[config.mk]
export PLATFORM = sky130hd
export DESIGN_NAME = ram_access_ctrl_flat
export DESIGN_NICKNAME = d
export VERILOG_FILES = /design/src/rtl/ram_access_ctrl_if.sv /design/src/rtl/ram_access_ctrl.sv /design/src/flat_wrapper.sv
export SDC_FILE = /design/constraint.sdc
export NUM_CORES = 1
export LEC_CHECK = 0
export BUFFER_PORTS_ARGS = -buffer_cell sky130_fd_sc_hd__buf_4
export CAP_MARGIN = 20
export CORE_ASPECT_RATIO = 1.2
export CORE_MARGIN = 5
export CORE_UTILIZATION = 29
export CTS_BUF_LIST = sky130_fd_sc_hd__clkbuf_16
export DETAILED_ROUTE_END_ITERATION = 10
export GPL_TIMING_DRIVEN = 0
export PLACE_DENSITY_LB_ADDON = 0.3
export SLEW_MARGIN = 20
export SYNTH_ARGS = -nofsm -noshare
export SYNTH_HDL_FRONTEND = slang
export SYNTH_SLANG_ARGS = --single-unit
[constraint.sdc]
create_clock -name clk -period 1.8 [get_ports clk]
set_input_delay 0.36 -clock clk [delete_from_list [all_inputs] [get_ports clk]]
set_output_delay 0.36 -clock clk [all_outputs]
set_load 0.02 [all_outputs]
[src/rtl/ram_access_ctrl_if.sv]
// ram_access_ctrl_if: burst request, write/read beat streams and the triple-port RAM pins.
// master = requester plus RAM side, slave = the controller.
interface ram_access_ctrl_if #(
    parameter int DATA_LEN    = 16,
    parameter int ADDRESS_LEN = 8,
    parameter int LEN_W       = 4
);
    logic                     req_valid;
    logic                     req_ready;
    logic                     req_write;
    logic [3*ADDRESS_LEN-1:0] req_addr;
    logic [ADDRESS_LEN-1:0]   req_stride;
    logic [LEN_W-1:0]         req_len;
    logic                     wdata_valid;
    logic                     wdata_ready;
    logic [3*DATA_LEN-1:0]    wdata;
    logic                     rsp_valid;
    logic                     rsp_ready;
    logic [3*DATA_LEN-1:0]    rsp_data;
    logic                     rsp_last;
    logic                     done;
    logic                     err_collide;
    logic                     ram_read;
    logic                     ram_write;
    logic [3*ADDRESS_LEN-1:0] ram_address;
    logic [3*DATA_LEN-1:0]    ram_data_in;
    logic [3*DATA_LEN-1:0]    ram_data_out;

    modport master (
        output req_valid, req_write, req_addr, req_stride, req_len, wdata_valid, wdata, rsp_ready,
               ram_data_out,
        input  req_ready, wdata_ready, rsp_valid, rsp_data, rsp_last, done, err_collide,
               ram_read, ram_write, ram_address, ram_data_in
    );

    modport slave (
        input  req_valid, req_write, req_addr, req_stride, req_len, wdata_valid, wdata, rsp_ready,
               ram_data_out,
        output req_ready, wdata_ready, rsp_valid, rsp_data, rsp_last, done, err_collide,
               ram_read, ram_write, ram_address, ram_data_in
    );
endinterface

[src/rtl/ram_access_ctrl.sv]
// ram_access_ctrl: strided three-lane burst reader/writer for a triple-port RAM.
// Reads take issue/wait/hold per beat, writes take beat/commit per beat.
module ram_access_ctrl #(
    parameter int DATA_LEN    = 16,
    parameter int ADDRESS_LEN = 8,
    parameter int LEN_W       = 4
) (
    input  logic              clk,
    input  logic              rst_n,
    ram_access_ctrl_if.slave  bus
);
    localparam int AW = 3 * ADDRESS_LEN;
    localparam int DW = 3 * DATA_LEN;

    typedef enum logic [2:0] {IDLE, RD_ISSUE, RD_WAIT, RD_HOLD, WR_BEAT, WR_COMMIT} state_t;

    state_t                 state_q, state_d;
    logic [AW-1:0]          addr_q, addr_d, addr_adv;
    logic [ADDRESS_LEN-1:0] stride_q, stride_d;
    logic [LEN_W-1:0]       len_q, len_d, cnt_q, cnt_d;
    logic [DW-1:0]          rsp_q, rsp_d, wbuf_q, wbuf_d;
    logic                   err_q, err_d, done_q, done_d;
    logic                   last, collide;
    logic [ADDRESS_LEN-1:0] a0, a1, a2;

    assign a0      = addr_q[0 +: ADDRESS_LEN];
    assign a1      = addr_q[ADDRESS_LEN +: ADDRESS_LEN];
    assign a2      = addr_q[2*ADDRESS_LEN +: ADDRESS_LEN];
    assign collide = (a0 == a1) || (a0 == a2) || (a1 == a2);
    assign last    = cnt_q == len_q;

    for (genvar i = 0; i < 3; i++) begin : g_adv
        assign addr_adv[i*ADDRESS_LEN +: ADDRESS_LEN] = addr_q[i*ADDRESS_LEN +: ADDRESS_LEN] + stride_q;
    end

    always_comb begin
        state_d  = state_q;
        addr_d   = addr_q;
        stride_d = stride_q;
        len_d    = len_q;
        cnt_d    = cnt_q;
        rsp_d    = rsp_q;
        wbuf_d   = wbuf_q;
        err_d    = err_q;
        done_d   = 1'b0;
        unique case (state_q)
            IDLE: if (bus.req_valid) begin
                addr_d   = bus.req_addr;
                stride_d = bus.req_stride;
                len_d    = bus.req_len;
                cnt_d    = '0;
                err_d    = 1'b0;
                state_d  = bus.req_write ? WR_BEAT : RD_ISSUE;
            end
            RD_ISSUE: state_d = RD_WAIT;
            RD_WAIT: begin
                rsp_d   = bus.ram_data_out;
                state_d = RD_HOLD;
            end
            RD_HOLD: if (bus.rsp_ready) begin
                done_d  = last;
                addr_d  = last ? addr_q : addr_adv;
                cnt_d   = last ? cnt_q : cnt_q + 1'b1;
                state_d = last ? IDLE : RD_ISSUE;
            end
            WR_BEAT: if (bus.wdata_valid) begin
                wbuf_d  = bus.wdata;
                state_d = WR_COMMIT;
            end
            WR_COMMIT: begin
                // the write still goes out on a collision; the RAM resolves it in favour of lane 2
                err_d   = err_q | collide;
                done_d  = last;
                addr_d  = last ? addr_q : addr_adv;
                cnt_d   = last ? cnt_q : cnt_q + 1'b1;
                state_d = last ? IDLE : WR_BEAT;
            end
            default: state_d = IDLE;
        endcase
    end

    always_ff @(posedge clk or negedge rst_n) begin
        if (!rst_n) begin
            state_q  <= IDLE;
            addr_q   <= '0;
            stride_q <= '0;
            len_q    <= '0;
            cnt_q    <= '0;
            rsp_q    <= '0;
            wbuf_q   <= '0;
            err_q    <= 1'b0;
            done_q   <= 1'b0;
        end else begin
            state_q  <= state_d;
            addr_q   <= addr_d;
            stride_q <= stride_d;
            len_q    <= len_d;
            cnt_q    <= cnt_d;
            rsp_q    <= rsp_d;
            wbuf_q   <= wbuf_d;
            err_q    <= err_d;
            done_q   <= done_d;
        end
    end

    // gated with rst_n so every output reads 0 while reset is held
    assign bus.req_ready   = rst_n && (state_q == IDLE);
    assign bus.wdata_ready = state_q == WR_BEAT;
    assign bus.rsp_valid   = state_q == RD_HOLD;
    assign bus.rsp_last    = (state_q == RD_HOLD) && last;
    assign bus.rsp_data    = rsp_q;
    assign bus.done        = done_q;
    assign bus.err_collide = err_q;
    assign bus.ram_read    = state_q == RD_ISSUE;
    assign bus.ram_write   = state_q == WR_COMMIT;
    assign bus.ram_address = addr_q;
    assign bus.ram_data_in = wbuf_q;
endmodule

[src/flat_wrapper.sv]
// flat-port wrapper written by rule: the top's interface ports become plain ports
module ram_access_ctrl_flat 
#(
    parameter int DATA_LEN    = 16,
    parameter int ADDRESS_LEN = 8,
    parameter int LEN_W       = 4
)
  (clk, rst_n, bus_req_valid, bus_req_write, bus_req_addr, bus_req_stride, bus_req_len, bus_wdata_valid, bus_wdata, bus_rsp_ready, bus_ram_data_out, bus_req_ready, bus_wdata_ready, bus_rsp_valid, bus_rsp_data, bus_rsp_last, bus_done, bus_err_collide, bus_ram_read, bus_ram_write, bus_ram_address, bus_ram_data_in);
  ram_access_ctrl_if #(.DATA_LEN(DATA_LEN), .ADDRESS_LEN(ADDRESS_LEN), .LEN_W(LEN_W)) bus_i ();
  input  logic clk;
  input  logic rst_n;
  input wire logic [$bits(bus_i.req_valid)-1:0] bus_req_valid;
  input wire logic [$bits(bus_i.req_write)-1:0] bus_req_write;
  input wire logic [$bits(bus_i.req_addr)-1:0] bus_req_addr;
  input wire logic [$bits(bus_i.req_stride)-1:0] bus_req_stride;
  input wire logic [$bits(bus_i.req_len)-1:0] bus_req_len;
  input wire logic [$bits(bus_i.wdata_valid)-1:0] bus_wdata_valid;
  input wire logic [$bits(bus_i.wdata)-1:0] bus_wdata;
  input wire logic [$bits(bus_i.rsp_ready)-1:0] bus_rsp_ready;
  input wire logic [$bits(bus_i.ram_data_out)-1:0] bus_ram_data_out;
  output wire logic [$bits(bus_i.req_ready)-1:0] bus_req_ready;
  output wire logic [$bits(bus_i.wdata_ready)-1:0] bus_wdata_ready;
  output wire logic [$bits(bus_i.rsp_valid)-1:0] bus_rsp_valid;
  output wire logic [$bits(bus_i.rsp_data)-1:0] bus_rsp_data;
  output wire logic [$bits(bus_i.rsp_last)-1:0] bus_rsp_last;
  output wire logic [$bits(bus_i.done)-1:0] bus_done;
  output wire logic [$bits(bus_i.err_collide)-1:0] bus_err_collide;
  output wire logic [$bits(bus_i.ram_read)-1:0] bus_ram_read;
  output wire logic [$bits(bus_i.ram_write)-1:0] bus_ram_write;
  output wire logic [$bits(bus_i.ram_address)-1:0] bus_ram_address;
  output wire logic [$bits(bus_i.ram_data_in)-1:0] bus_ram_data_in;
  assign bus_i.req_valid = bus_req_valid;
  assign bus_i.req_write = bus_req_write;
  assign bus_i.req_addr = bus_req_addr;
  assign bus_i.req_stride = bus_req_stride;
  assign bus_i.req_len = bus_req_len;
  assign bus_i.wdata_valid = bus_wdata_valid;
  assign bus_i.wdata = bus_wdata;
  assign bus_i.rsp_ready = bus_rsp_ready;
  assign bus_i.ram_data_out = bus_ram_data_out;
  assign bus_req_ready = bus_i.req_ready;
  assign bus_wdata_ready = bus_i.wdata_ready;
  assign bus_rsp_valid = bus_i.rsp_valid;
  assign bus_rsp_data = bus_i.rsp_data;
  assign bus_rsp_last = bus_i.rsp_last;
  assign bus_done = bus_i.done;
  assign bus_err_collide = bus_i.err_collide;
  assign bus_ram_read = bus_i.ram_read;
  assign bus_ram_write = bus_i.ram_write;
  assign bus_ram_address = bus_i.ram_address;
  assign bus_ram_data_in = bus_i.ram_data_in;
  ram_access_ctrl #(.DATA_LEN(DATA_LEN), .ADDRESS_LEN(ADDRESS_LEN), .LEN_W(LEN_W)) u_core (.clk(clk), .rst_n(rst_n), .bus(bus_i));
endmodule
==> results.cfg <==
[sta]
timing.final.crit_share_pct = 113
rsz0062_at_grt = yes
fin_skew_ns = 0.0110
setup_viol = 11
fmax_mhz = 492
tightestPinTransition_ns = 0.620
hold_ws_ns = -0.112
finalHoldViolations = 71
slew_headroom_pct = 58.7
fin_ws_ns = -0.234
report.final.slew_viol_count = 0
fin_crit_ns = 2.03

[cts]
root_buffer = clkbuf_16
insertion_delay_ns = 0.42
clock-sinks = 141
clkTransAtPathRegs_ns = 0.07
clockBufferDepth = 2
cts_tree = built
cts_buffers = 17
htreeDepth = 4

[critical_path]
cpMaxStageDelayCell = dfrtp_2
critPathMaxFanout = 4
crit_start = u_core.stride_q[1]
worstSetupPathType = reg -> reg
path_delay_family = compound AO/OA/AOI/OAI gates
r2r_setup_slack_ns = -0.23
timing.rr.start = u_core.stride_q[1]
cpPeakStageDelay_ns = 0.49
crit_required_ns = 2.10
crit_chain = ha_4 > a21oi_4 > nor2_2 > o311a_1 > or3_1 > a211oi_2 > nor3_1
start_kind = flop
critPathBufInv = 0
end_kind = flop
cp_data_arrival_time_ns = 2.33

[global_route]
grt_antenna_before_repair = 0
grt_max_degree = 74
grt_pass1_vias = 5855
grt.overflow.total = 0
grt_pass1_wl_um = 31900
grtUsageTotal_pct = 15.4

[synthesis]
synth_warnings = 0
synth_edf_count = 0
ys_ff_latch = 141
syn_area_sq_um = 6870
yosysUniqueCellTypes = 49
synth_cells = 580
synth_top_area_share_pct = 51.4
synthArstFlopShare_pct = 100
syn_area_per_cell_sq_um = 11.8
yosysTopAreaCell = dfrtp_1
synthTopCellsByCount = 141 x dfrtp_1, 96 x mux2_2, 60 x nand2_1, 27 x o21ai_0, 23 x xnor2_1
yosysSeqAreaShare_pct = 51.4
synth_top_flop_cell = dfrtp_1
synthesis.nets = 743
post-synth-top-count-cell = dfrtp_1
synth_area_leaders = dfrtp_1 51%, mux2_2 16%, ha_1 4.0%

[cells_and_area]
final_net_count = 1069
syn2layout_area_growth_pct = 56.5
finalInstanceArea_sq_um = 10700
num-fill-cells = 2187
final_core_util_pct = 46.1
antenna_cells = 0
final_cells = 1234
drive_gt1_share_pct = 60.4

[drt]
drt-initial-drc-count = 225
antenna_left = 0
dr_total_vias = 5695
via_per_inst = 4.62
wirelength_um = 21500
wl_per_cell_um = 17.4
drc_errors = 0
dr.pass1.iters = 4

[power_and_ir_drop]
power_density_nw_per_um2 = 2100
p_leak_uw = 0.00505
power_uw = 22500
irDropWorstVdd_mv = 0.957

[placed_design]
io_buffers = 265
placed_area_sq_um = 9440
place.gp.congestion = 0.836
dp_hpwl_um = 16000
placed_cells = 1161

[floorplanning]
die_area_sq_um = 26900
rows = 61
io_pins = 266
die_y_um = 179
initial_core_util_pct = 29.5
fp.dieW_um = 150
core_sq_um = 23300

[status]
status = finished, violations left
violations = hold timing, setup timing

[job]
maxCapViolations = 0

[min_path]
min_path_type = in -> async
sequential cells by signal, indices dropped and copies added (netlist names), 3 cells and up:
register,count
u_core.bus.ram_address,24
u_core.len_q,4
u_core.state_q,3
u_core.bus.ram_data_in,48
u_core.bus.rsp_data,48
u_core.cnt_q,4
u_core.stride_q,8
final cells by class:
cell class	count	area, sq um	area share [%]
clock inverter	15	154	1.43
multi-input combinational	402	3550	33.0
buffer	27	253	2.35
inverter	10	41.3	0.384
timing repair buffer	307	2370	22.1
tap	315	394	3.67
sequential	141	3560	33.1
clock buffer	17	425	3.96
worst paths after layout:
path                                               to  depth (start not counted)
hold reg to reg            u_core.bus.ram_data_in[13]                          1
max in group asynchronous     u_core.bus.rsp_data[21]                          2
min in group clk                   u_core.stride_q[6]                          3
hold / removal             u_core.bus.ram_address[16]                          1
setup reg to reg            u_core.bus.ram_address[7]                          7
setup / recovery            u_core.bus.ram_address[7]                          7
kinds of logic after synthesis:
| group | share of synthesized area (%) |
|---|---|
| xor gates and xnor gates | 4.98 |
| DFF | 51.4 |
| AOI/OAI and AO/OA | 9.84 |
| buffers and inverters | 3.13 |
| and+or+nand+nor | 9.44 |
| adders and majority gates | 4.88 |
| muxes | 16.3 |
power by group:
group          total (uW)  switching (uW)  internal, uW  leakage [uW]
registers            5910            1260          4650       0.00172
logic               13100            6530          6580       0.00306
clock network        3520            1560          1960      0.000276
worst register-to-register path, delay by kind of cell, from the launching register on:
kind,cells,cell delay [ns]
AO/OA/AOI/OAI,3,0.69
flip-flops,1,0.49
AND/OR/NAND/NOR,3,0.45
adder cells (fa/ha/maj),1,0.27
metal layers:
layer	part of all wire (%)	global-route usage, %	wire length [um]
met5	0	0	0
met4	1.4	4.50	302
met3	6.6	3.25	1420
met2	53	27.6	11300
met1	39	18.4	8400
cells in the final DEF, fill, tap and decap left out, types with 5 or more instances in the layout:
cell type  netlist  layout
nand2_1         60      60
inv_1           10       7
dfrtp_2          0      22
o21ai_0         27      12
ha_1            22       8
buf_2           13       8
mux2_2          96      96
nor3_1          13       8
buf_6            3      24
nor3_2           1       5
clkbuf_16        0      17
a21oi_1         22      19
and3_1           7       6
xnor2_1         23      18
nor2_1          22      17
buf_4           10     295
nor2b_1         10       6
o21ai_2          1       5
dfrtp_1        141     119
o21ai_1          1      10
nand4_1          6       6
ha_4             0      12
xor2_1          16      16
xnor2_2          0       5
a211oi_2         0       5
a21o_1           8       8
a31oi_1          5       5
o21a_1           5       5
through the flow:
step	setup TNS, ns	setup WS [ns]
global route	-2.56	-0.297
global placement	-56.42	-0.819
CTS	-1.10	-0.199
finish	-1.26	-0.234
detailed placement	-6.88	-0.314
floorplan	-0.144	-0.115
repair_timing:
action                                  in CTS  in global routing
cloned                                       0                  0
setup buffers                               24                 17
endpoints found under the hold margin       71                 71
endpoints found under the setup margin      71                 71
resized for setup                           56                 61
pin swaps                                   21                 25
(Power assumes the default switching activity.)
